<file path="config.mk">
export PLATFORM = sky130hd
export DESIGN_NAME = seq_alu
export DESIGN_NICKNAME = d
export VERILOG_FILES = /design/src/rtl/alu_pkg.sv /design/src/rtl/seq_muldiv_core.sv /design/src/rtl/seq_alu.sv
export SDC_FILE = /design/constraint.sdc
export NUM_CORES = 2
export LEC_CHECK = 0
export CORE_UTILIZATION = 35
export DETAILED_ROUTE_END_ITERATION = 16
export SLEW_MARGIN = 5
export SYNTH_ARGS = -nofsm -noshare
export SYNTH_HDL_FRONTEND = slang
export SYNTH_SLANG_ARGS = --single-unit
</file>
<file path="constraint.sdc">
create_clock -name clk -period 16 [get_ports clk]
set_input_delay 4.8 -clock clk [delete_from_list [all_inputs] [get_ports clk]]
set_output_delay 4.8 -clock clk [all_outputs]
set_load 0.01 [all_outputs]
</file>
<file path="src/rtl/alu_pkg.sv">
// Shared ALU opcode encodings, sequencer state encoding and the sel decoder
// used by both the decode stage and seq_alu.
package alu_pkg;

    localparam logic [2:0] OP_ADD = 3'b000;
    localparam logic [2:0] OP_SUB = 3'b001;
    localparam logic [2:0] OP_MUL = 3'b010;
    localparam logic [2:0] OP_DIV = 3'b011;
    localparam logic [2:0] OP_AND = 3'b100;
    localparam logic [2:0] OP_OR  = 3'b101;
    localparam logic [2:0] OP_XOR = 3'b110;
    localparam logic [2:0] OP_SLT = 3'b111;

    typedef enum logic [1:0] {
        ST_IDLE = 2'd0,
        ST_MUL  = 2'd1,
        ST_DIV  = 2'd2,
        ST_DONE = 2'd3
    } state_t;

    // Anything that is not a clean opcode (X/Z bits) falls back to add.
    function automatic logic [2:0] decode_op(input logic [2:0] sel);
        case (sel)
            OP_ADD:  return OP_ADD;
            OP_SUB:  return OP_SUB;
            OP_MUL:  return OP_MUL;
            OP_DIV:  return OP_DIV;
            OP_AND:  return OP_AND;
            OP_OR:   return OP_OR;
            OP_XOR:  return OP_XOR;
            OP_SLT:  return OP_SLT;
            default: return OP_ADD;
        endcase
    endfunction

endpackage

</file>
<file path="src/rtl/seq_muldiv_core.sv">
// Iterative unsigned datapath: shift-add multiply and restoring divide, one
// bit per cycle. lo/hi present the values produced by the current iteration.
module seq_muldiv_core
    import alu_pkg::*;
#(
    parameter  int WIDTH = 64,
    localparam int CNT_W = $clog2(WIDTH) + 1
) (
    input  logic             clk,
    input  logic             rst,
    input  logic             start,
    input  logic             is_div,
    input  logic [WIDTH-1:0] a,
    input  logic [WIDTH-1:0] b,
    output logic             done,
    output logic [WIDTH-1:0] lo,
    output logic [WIDTH-1:0] hi,
    output logic             div0
);

    localparam logic [CNT_W-1:0] LAST = CNT_W'(WIDTH - 1);

    logic             busy_reg;
    logic             is_div_reg;
    logic             div0_reg;
    logic [CNT_W-1:0] cnt_reg;
    logic [WIDTH-1:0] mcand_reg;
    logic [WIDTH-1:0] hi_reg;
    logic [WIDTH-1:0] lo_reg;

    logic [WIDTH:0]   mul_sum;
    logic [WIDTH:0]   div_shift;
    logic [WIDTH:0]   div_trial;
    logic             div_ge;
    logic [WIDTH-1:0] hi_next;
    logic [WIDTH-1:0] lo_next;

    // hi is the product accumulator / partial remainder; lo holds the
    // multiplier or dividend and fills with product / quotient bits.
    always_comb begin
        mul_sum   = {1'b0, hi_reg} + {1'b0, (lo_reg[0] ? mcand_reg : {WIDTH{1'b0}})};
        div_shift = {hi_reg, lo_reg[WIDTH-1]};
        div_trial = div_shift - {1'b0, mcand_reg};
        div_ge    = ~div_trial[WIDTH];
        if (is_div_reg) begin
            hi_next = div_ge ? div_trial[WIDTH-1:0] : div_shift[WIDTH-1:0];
            lo_next = {lo_reg[WIDTH-2:0], div_ge};
        end else begin
            hi_next = mul_sum[WIDTH:1];
            lo_next = {mul_sum[0], lo_reg[WIDTH-1:1]};
        end
    end

    always_ff @(posedge clk or posedge rst) begin
        if (rst) begin
            busy_reg   <= 1'b0;
            is_div_reg <= 1'b0;
            div0_reg   <= 1'b0;
            cnt_reg    <= '0;
            mcand_reg  <= '0;
            hi_reg     <= '0;
            lo_reg     <= '0;
        end else if (start) begin
            busy_reg   <= 1'b1;
            is_div_reg <= is_div;
            div0_reg   <= (b == '0);
            cnt_reg    <= '0;
            mcand_reg  <= b;
            hi_reg     <= '0;
            lo_reg     <= a;
        end else if (busy_reg) begin
            hi_reg  <= hi_next;
            lo_reg  <= lo_next;
            cnt_reg <= cnt_reg + CNT_W'(1);
            if (cnt_reg == LAST) begin
                busy_reg <= 1'b0;
            end
        end
    end

    assign done = busy_reg && (cnt_reg == LAST);
    assign lo   = lo_next;
    assign hi   = hi_next;
    assign div0 = div0_reg;

endmodule

</file>
<file path="src/rtl/seq_alu.sv">
// Multi-cycle ALU: single-cycle add/sub/logic/slt, iterative mul/div, with
// valid/ready handshakes on operands and result.
module seq_alu
    import alu_pkg::*;
#(
    parameter int WIDTH = 64
) (
    input  logic             clk,
    input  logic             rst,
    input  logic             in_valid,
    output logic             in_ready,
    input  logic [2:0]       sel,
    input  logic [WIDTH-1:0] a_in,
    input  logic [WIDTH-1:0] b_in,
    output logic             out_valid,
    input  logic             out_ready,
    output logic [WIDTH-1:0] result,
    output logic [WIDTH-1:0] remainder,
    output logic             z_f,
    output logic             o_f
);

    state_t           state_reg;
    logic [2:0]       op;
    logic             accept;
    logic             start;
    logic             is_div;
    logic             sub_op;
    logic             lt;
    logic [WIDTH-1:0] b_eff;
    logic [WIDTH-1:0] sum;
    logic [WIDTH-1:0] fast_res;
    logic             fast_ovf;

    logic             core_done;
    logic             core_div0;
    logic [WIDTH-1:0] core_lo;
    logic [WIDTH-1:0] core_hi;

    always_comb begin
        op       = decode_op(sel);
        accept   = in_valid && (state_reg == ST_IDLE);
        is_div   = (op == OP_DIV);
        start    = accept && ((op == OP_MUL) || (op == OP_DIV));
        sub_op   = (op == OP_SUB);
        b_eff    = sub_op ? ~b_in : b_in;
        sum      = a_in + b_eff + {{(WIDTH-1){1'b0}}, sub_op};
        lt       = $signed(a_in) < $signed(b_in);
        fast_res = sum;
        fast_ovf = (a_in[WIDTH-1] == b_eff[WIDTH-1]) && (sum[WIDTH-1] != a_in[WIDTH-1]);
        case (op)
            OP_AND: begin fast_res = a_in & b_in; fast_ovf = 1'b0; end
            OP_OR:  begin fast_res = a_in | b_in; fast_ovf = 1'b0; end
            OP_XOR: begin fast_res = a_in ^ b_in; fast_ovf = 1'b0; end
            OP_SLT: begin fast_res = {{(WIDTH-1){1'b0}}, lt}; fast_ovf = 1'b0; end
            default: ;
        endcase
    end

    seq_muldiv_core #(.WIDTH(WIDTH)) u_core (
        .clk    (clk),
        .rst    (rst),
        .start  (start),
        .is_div (is_div),
        .a      (a_in),
        .b      (b_in),
        .done   (core_done),
        .lo     (core_lo),
        .hi     (core_hi),
        .div0   (core_div0)
    );

    // Result registers only load on entry to DONE, so they stay frozen
    // under backpressure.
    always_ff @(posedge clk or posedge rst) begin
        if (rst) begin
            state_reg <= ST_IDLE;
            in_ready  <= 1'b1;
            out_valid <= 1'b0;
            result    <= '0;
            remainder <= '0;
            z_f       <= 1'b0;
            o_f       <= 1'b0;
        end else begin
            case (state_reg)
                ST_IDLE: begin
                    if (accept) begin
                        in_ready <= 1'b0;
                        if (op == OP_MUL) begin
                            state_reg <= ST_MUL;
                        end else if (op == OP_DIV) begin
                            state_reg <= ST_DIV;
                        end else begin
                            state_reg <= ST_DONE;
                            out_valid <= 1'b1;
                            result    <= fast_res;
                            remainder <= '0;
                            z_f       <= (fast_res == '0);
                            o_f       <= fast_ovf;
                        end
                    end
                end
                ST_MUL: begin
                    if (core_done) begin
                        state_reg <= ST_DONE;
                        out_valid <= 1'b1;
                        result    <= core_lo;
                        remainder <= '0;
                        z_f       <= (core_lo == '0);
                        o_f       <= |core_hi;
                    end
                end
                ST_DIV: begin
                    if (core_done) begin
                        state_reg <= ST_DONE;
                        out_valid <= 1'b1;
                        result    <= core_lo;
                        remainder <= core_hi;
                        z_f       <= (core_lo == '0);
                        o_f       <= core_div0;
                    end
                end
                ST_DONE: begin
                    if (out_ready) begin
                        state_reg <= ST_IDLE;
                        out_valid <= 1'b0;
                        in_ready  <= 1'b1;
                    end
                end
                default: state_reg <= ST_IDLE;
            endcase
        end
    end

endmodule
</file>
Word-level counts from Yosys, hierarchy flattened
Memory sizes are Yosys's and may differ from the RTL's.
Cells that the tools add are included.
Widths: inputs -> output; s select.
Storage, ports and cells
  register bits after elaboration: 336
  ROM bits: 24
  bits of input ports: 135
  output and inout port bits: 132
  word-level logic and storage cells: 120
  memories kept: 1
Memories
  (no name shown): words 8, bits a word 3, rd ports 1, clocked after Yosys merged registers in 0, wr ports 0, line alu_pkg.sv:23  | case (sel)
Cells by class
  $add $sub $neg: 5
  magnitude comparators: 1
  equal/unequal tests: 20
  mux-type cells: 53
  bitwise gates (word level): 5
  reductions and logical operators: 21
Operators with widths (count)
  $mux 64: 18
  $pmux 64 s4: 1
  $logic_not 64->1: 3
  $pmux 64 s3: 1
  $pmux 64 s2: 1
  $add 64x64->65: 1
  $sub 65x64->65: 1
  $add 64x1->64: 1
  $add 64x64->64: 1
  $and 64x64->64: 1
  $lt 64x64->1: 1
  $not 64->64: 1
  $or 64x64->64: 1
  $reduce_or 64->1: 1
  $xor 64x64->64: 1
  $mux 1: 21
  $mux 7: 2
  $eq 3x3->1 const B: 4
  $ne 2x2->1 const B: 6
  $reduce_and 5->1: 2
  $mux 2: 4
  $add 7x1->7 const B: 1
  $eq 7x6->1 const B: 1
  $eq 3x2->1 const B: 2
  19 further kinds: 28

Longest topological paths before layout
An unclocked memory read counts as a cell.
  depth after elaboration: 12
  depth in mapped cells: 24
  mapped depth without buffers: 18

Hierarchy
A second synthesis with hierarchy kept.
Unflattened totals
  cells, all modules: 4655
  area, all modules: 35595.4 µm²
By module, submodules not included
  seq_muldiv_core: times used 1, cells an instance 2428, area each 18935.7 µm², sequential area each 5054.8 µm²
  seq_alu: times used 1, cells an instance 2227, area each 16659.7 µm², sequential area each 3354.5 µm²

Least setup slack after synthesis
No wires, ideal clock.
  kind: in2reg
  start point: input port sel[0]
  end point: register result[56]
  setup time: 0.121 ns
  data arrival time: 9.856 ns
  required time: 15.879 ns
  slack: 6.023 ns
  stages on the path: 23
  buffers on the path: 5
  cell sequence: clkbuf_1 > inv_1 > clkbuf_1 > nor3_1 > clkbuf_1 > clkbuf_1 > xnor2_1 > ha_1 > clkbuf_1 > nand2_1 > nor3_1 > nand3_1 > o211a_1 > nor4b_1 > nor2_1 > o31a_1 > o41ai_1 > a41o_1 > a311oi_1 > xnor2_1 > a21oi_1 > nand2b_1 > a22o_1
Between the ends
  longest elaborated chain between the ends: 10
  elaborated cells on any way between the ends: 19
  classes of those cells: add/sub (2); eq/ne (9); mux (6); reduce/logical (1); memory (1)
RTL lines
  start: declaration: line seq_alu.sv:12  | input logic [2:0] sel,
  $mem_v2 8x3 (*)
  $eq 3x1->1: line seq_alu.sv:45  | sub_op = (op == OP_SUB);
  $mux 64: line seq_alu.sv:46  | b_eff = sub_op ? ~b_in : b_in;
  $add 64x64->64: line seq_alu.sv:47  | sum = a_in + b_eff + {{(WIDTH-1){1'b0}}, sub_op};
  $add 64x1->64: line seq_alu.sv:47
  $pmux 64 s4: line seq_alu.sv:51  | case (op)
  $mux 64: line seq_alu.sv:91  | end else if (op == OP_DIV) begin
  $mux 64: line seq_alu.sv:89  | if (op == OP_MUL) begin
  $mux 64: line seq_alu.sv:87  | if (accept) begin
  $pmux 64 s2: line seq_alu.sv:85  | case (state_reg)
  end signal: assignment: line seq_alu.sv:96  | result <= fast_res;
  end signal: assignment: line seq_alu.sv:107  | result <= core_lo;
  end signal: assignment: line seq_alu.sv:117  | result <= core_lo;
  end: declaration: line seq_alu.sv:17  | output logic [WIDTH-1:0] result,
Mark *: on every way between the ends. The rest lies on a longest branch, timed or not. The select of a mux whose other input is x is not followed.
A chain may end at the register's enable or synchronous reset.

Final worst setup path
  start point: input port sel[0]
  end point: register z_f
Between the ends
  longest elaborated chain between the ends: 11
  elaborated cells on any way between the ends: 20
  classes of those cells: add/sub (2); eq/ne (9); mux (6); reduce/logical (2); memory (1)
RTL lines
  $mem_v2 8x3 (*)
  $eq 3x1->1: line seq_alu.sv:45
  $mux 64: line seq_alu.sv:46
  $add 64x64->64: line seq_alu.sv:47
  $add 64x1->64: line seq_alu.sv:47
  $pmux 64 s4: line seq_alu.sv:51
  $logic_not 64->1: line seq_alu.sv:98  | z_f <= (fast_res == '0);
  $mux 1: line seq_alu.sv:91
  $mux 1: line seq_alu.sv:89
  $mux 1: line seq_alu.sv:87
  $pmux 1 s2: line seq_alu.sv:85
  end signal: assignment: line seq_alu.sv:98
  end signal: assignment: line seq_alu.sv:109  | z_f <= (core_lo == '0);
  end signal: assignment: line seq_alu.sv:119  | z_f <= (core_lo == '0);
  end: declaration: line seq_alu.sv:19  | output logic z_f,
Marked as above.

==> out/qor.txt <==
Fill cells = 10200
Post-route cell area = 40000 um^2
Worst hold path class = flop to flop
IO buf count = 266
Area post-placement = 38500 um^2
Clock Latency Late Sink = 640 ps
Layout cells sized above 1 = 0.0425
Area of the core = 98600 um^2
Share of total power in sequential cells = 0.177
Crit-path cells = buf_2 -> buf_4 -> inv_2 -> buf_4 -> nor3_2 -> buf_4 -> xnor2_1 -> ha_1 -> nand2_1 -> or4_1 -> nor4_1 -> o21a_1 -> a41o_1 -> or2_2 -> xnor2_1 -> a22o_1 -> nand4_1 -> nor4_1 -> nand4_1 -> nor4_1 -> nand4_1 -> o21ai_1
H-tree depth = 2
Most common cell after layout, fill and taps aside = nand2_1
Worst-path clk slew = 70 ps
Sw power = 5.29 mW
Synthesized area per cell = 7.55 um^2
Vias in the first global route = 32800
Seq cells post-synth = 336
Synth unique cells = 98
Dpl hpwl = 110000 um
Slew headroom = 0.251
Vias = 34900
# nets final = 5220
Syn nets = 5146
Slowest stage delay, CP = 710 ps
GR peak layer = met2
Clk root buf = clkbuf_16
CP max stage cell = buf_4
Post-CTS setup buffer count = 0
Most frequent cells in the layout = nand2_1 (640), o21ai_0 (532), ha_1 (386)
Seq/Total Area, Yosys = 0.241
Drt drc = 0
Met1 Track Usage GR = 0.387
Total power = 9.77 mW
Ys async rst share = 1.00
Cell count after synthesis = 4621
TritonCTS Buffers = 44
Cts hold-fix bufs = 0
Util after Layout = 0.406
Hold Path Cell Cnt = 2
Worst reg-to-reg path cell count = 18
Crit end category = flop
Final GP Congestion = 0.982
Final Critical Period = 10410 ps
WL final = 141000 um
WS Path Type = input pin to flop
First-pass GRT wire length = 210000 um
Logic gate share of total power = 0.712
DIE AREA = 101000 um^2
Vias per cell = 5.79
GRT met2 Usage = 0.411
Antenna violations before repair = 2
Final setup violation count = 0
CP required = 16550 ps
P_leak = 17.7 nW
Primary FF master, synth = dfrtp_1
DR iter-0 viols = 3341
Met3 Resource Use GR = 0.0403
Pwr Density = 244 nW/um^2
Ys Warns = 0
Final slew viol count = 0
Tcrit/Tclk final = 0.650
Num rows = 115
Chip height = 318 um
Setup TNS = 0 ps
CTS tree = done
Largest net degree at the start of global routing = 224
Area delta synth->final = 14.6%
Sw frac = 0.541
Final Hold Fails = 0
CP max FO = 67
RSZ-0062 raised after global routing = false
Clock Sinks = 336
Routed wire per std cell = 23.4 um
Worst-margin pin slew = 1110 ps
Clock skew = 31.0 ps
DRT Pass-1 Iters = 6
DRT antenna net count = 0
Status = complete, no violations
Critical Path AT = 10950 ps
Maxcap violations = 0
Clk pwr share = 0.111
Grt ovf = 0
Element type at the critical path start = input pin
Max Freq = 96.1 MHz
Gr usage total = 0.270
Worst vdd ir = 116 uV
Chip width = 318 um
Io pins = 267
Pint = 4.49 mW
Clock tree buffer depth = 3
Post-CTS resize count = 0
Initial core utilization = 0.354
Post-synth EDFFs = 0
Placed Instances = 5936
Non-filler cells, final = 6018
Mapped Area = 34900 um^2
-- path summary, 6_finish.rpt --
| kind | startpoint | to | slack (ps) |
|---|---|---|---|
| worst max-delay path | sel[0] | z_f | 5590 |
| worst min-delay path | remainder[38] | remainder[38] | 480 |
| worst max register to register | u_core.lo_reg[63] | o_f | 8900 |
| worst min register to register | remainder[38] | remainder[38] | 480 |
| max in group asynchronous | rst | remainder[0] | 9410 |
| min in group asynchronous | rst | result[6] | 4680 |
-- logic make-up (layout without fill, tap and decap cells) --
logic type | after synthesis | count (layout) | synth area share
AND/OR/NAND/NOR | 1502 | 1502 | 0.199
AO/OA/AOI/OAI | 1470 | 1470 | 0.258
buffers and inverters | 552 | 660 | 0.0606
adder cells (fa/ha/maj) | 390 | 390 | 0.141
flip-flops | 336 | 336 | 0.241
XOR/XNOR | 216 | 216 | 0.0542
multiplexers | 155 | 155 | 0.0459
other | 0 | 2 | 0
-- through the flow --
step / hold slack, ps / setup slack [ps]
2_1_floorplan: 500 / 1890
3_3_place_gp: 459 / 5010
3_5_place_dp: 467 / 5030
4_1_cts: 486 / 5690
5_1_grt: 507 / 5210
6_report: 477 / 5590
-- area by class of cell --
type	count	area (um^2)	area share
diodes	2	5.00	0.000125
clock inverters	24	308	0.00770
inverters	274	1040	0.0259
well taps	1287	1610	0.0403
multi-input cells	3733	24400	0.611
repair buffers	306	2980	0.0744
clock buffers	56	1220	0.0304
flip-flops and latches	336	8420	0.210
-- worst max-delay path, delay by kind of cell --
kind	cells	cell delay, ps
adders and majority gates	1	550
buffers and inverters	5	1520
AOI/OAI and AO/OA	4	780
and+or+nand+nor	10	2830
xor gates and xnor gates	2	370
-- Yosys cell counts, types with 11 or more instances --
| master | n | area [um^2] |
|---|---|---|
| a211oi_1 | 68 | 510 |
| dfrtp_1 | 335 | 8380 |
| nor4_1 | 52 | 325 |
| a31oi_1 | 51 | 319 |
| a22o_1 | 40 | 350 |
| o31ai_1 | 25 | 188 |
| and3_1 | 31 | 194 |
| nor2_1 | 337 | 1260 |
| ha_1 | 387 | 4840 |
| xor2_1 | 61 | 534 |
| a221oi_1 | 13 | 114 |
| o21bai_1 | 37 | 278 |
| buf_1 | 26 | 97.6 |
| o221ai_1 | 11 | 96.3 |
| a21o_1 | 94 | 706 |
| nand4_1 | 92 | 576 |
| or3_1 | 16 | 100 |
| clkbuf_1 | 236 | 886 |
| o21ai_1 | 17 | 85.1 |
| o21ai_0 | 532 | 2660 |
| a211o_1 | 17 | 149 |
| nor3_1 | 62 | 310 |
| nand3_1 | 70 | 350 |
| and2_1 | 76 | 475 |
| inv_1 | 274 | 1030 |
| o22ai_1 | 26 | 163 |
| mux2i_1 | 120 | 1200 |
| nor2b_1 | 25 | 156 |
| a21boi_0 | 17 | 128 |
| o211ai_1 | 36 | 270 |
| a2111oi_0 | 11 | 96.3 |
| o21a_1 | 37 | 278 |
| xnor2_1 | 155 | 1360 |
| nand2_1 | 641 | 2410 |
| mux2_2 | 31 | 349 |
| a21oi_1 | 345 | 1730 |
| and4_1 | 12 | 105 |
| nand2b_1 | 20 | 125 |
-- power by group through the flow --
stage | combinational (mW) | clock, mW | sequential [mW]
floorplan | 4.72 | 0 | 1.61
finish | 6.96 | 1.08 | 1.73
detailed placement | 6.82 | 0 | 1.72
global route | 7.59 | 1.14 | 1.78
global placement | 6.79 | 0 | 1.72
CTS | 6.86 | 1.11 | 1.71
-- layer usage --
layer,wire [um],share of wire
met4,4980,0.035
met1,65500,0.46
met5,0,0
met3,9940,0.071
met2,60500,0.43
Power figures use the tool's default switching activity.
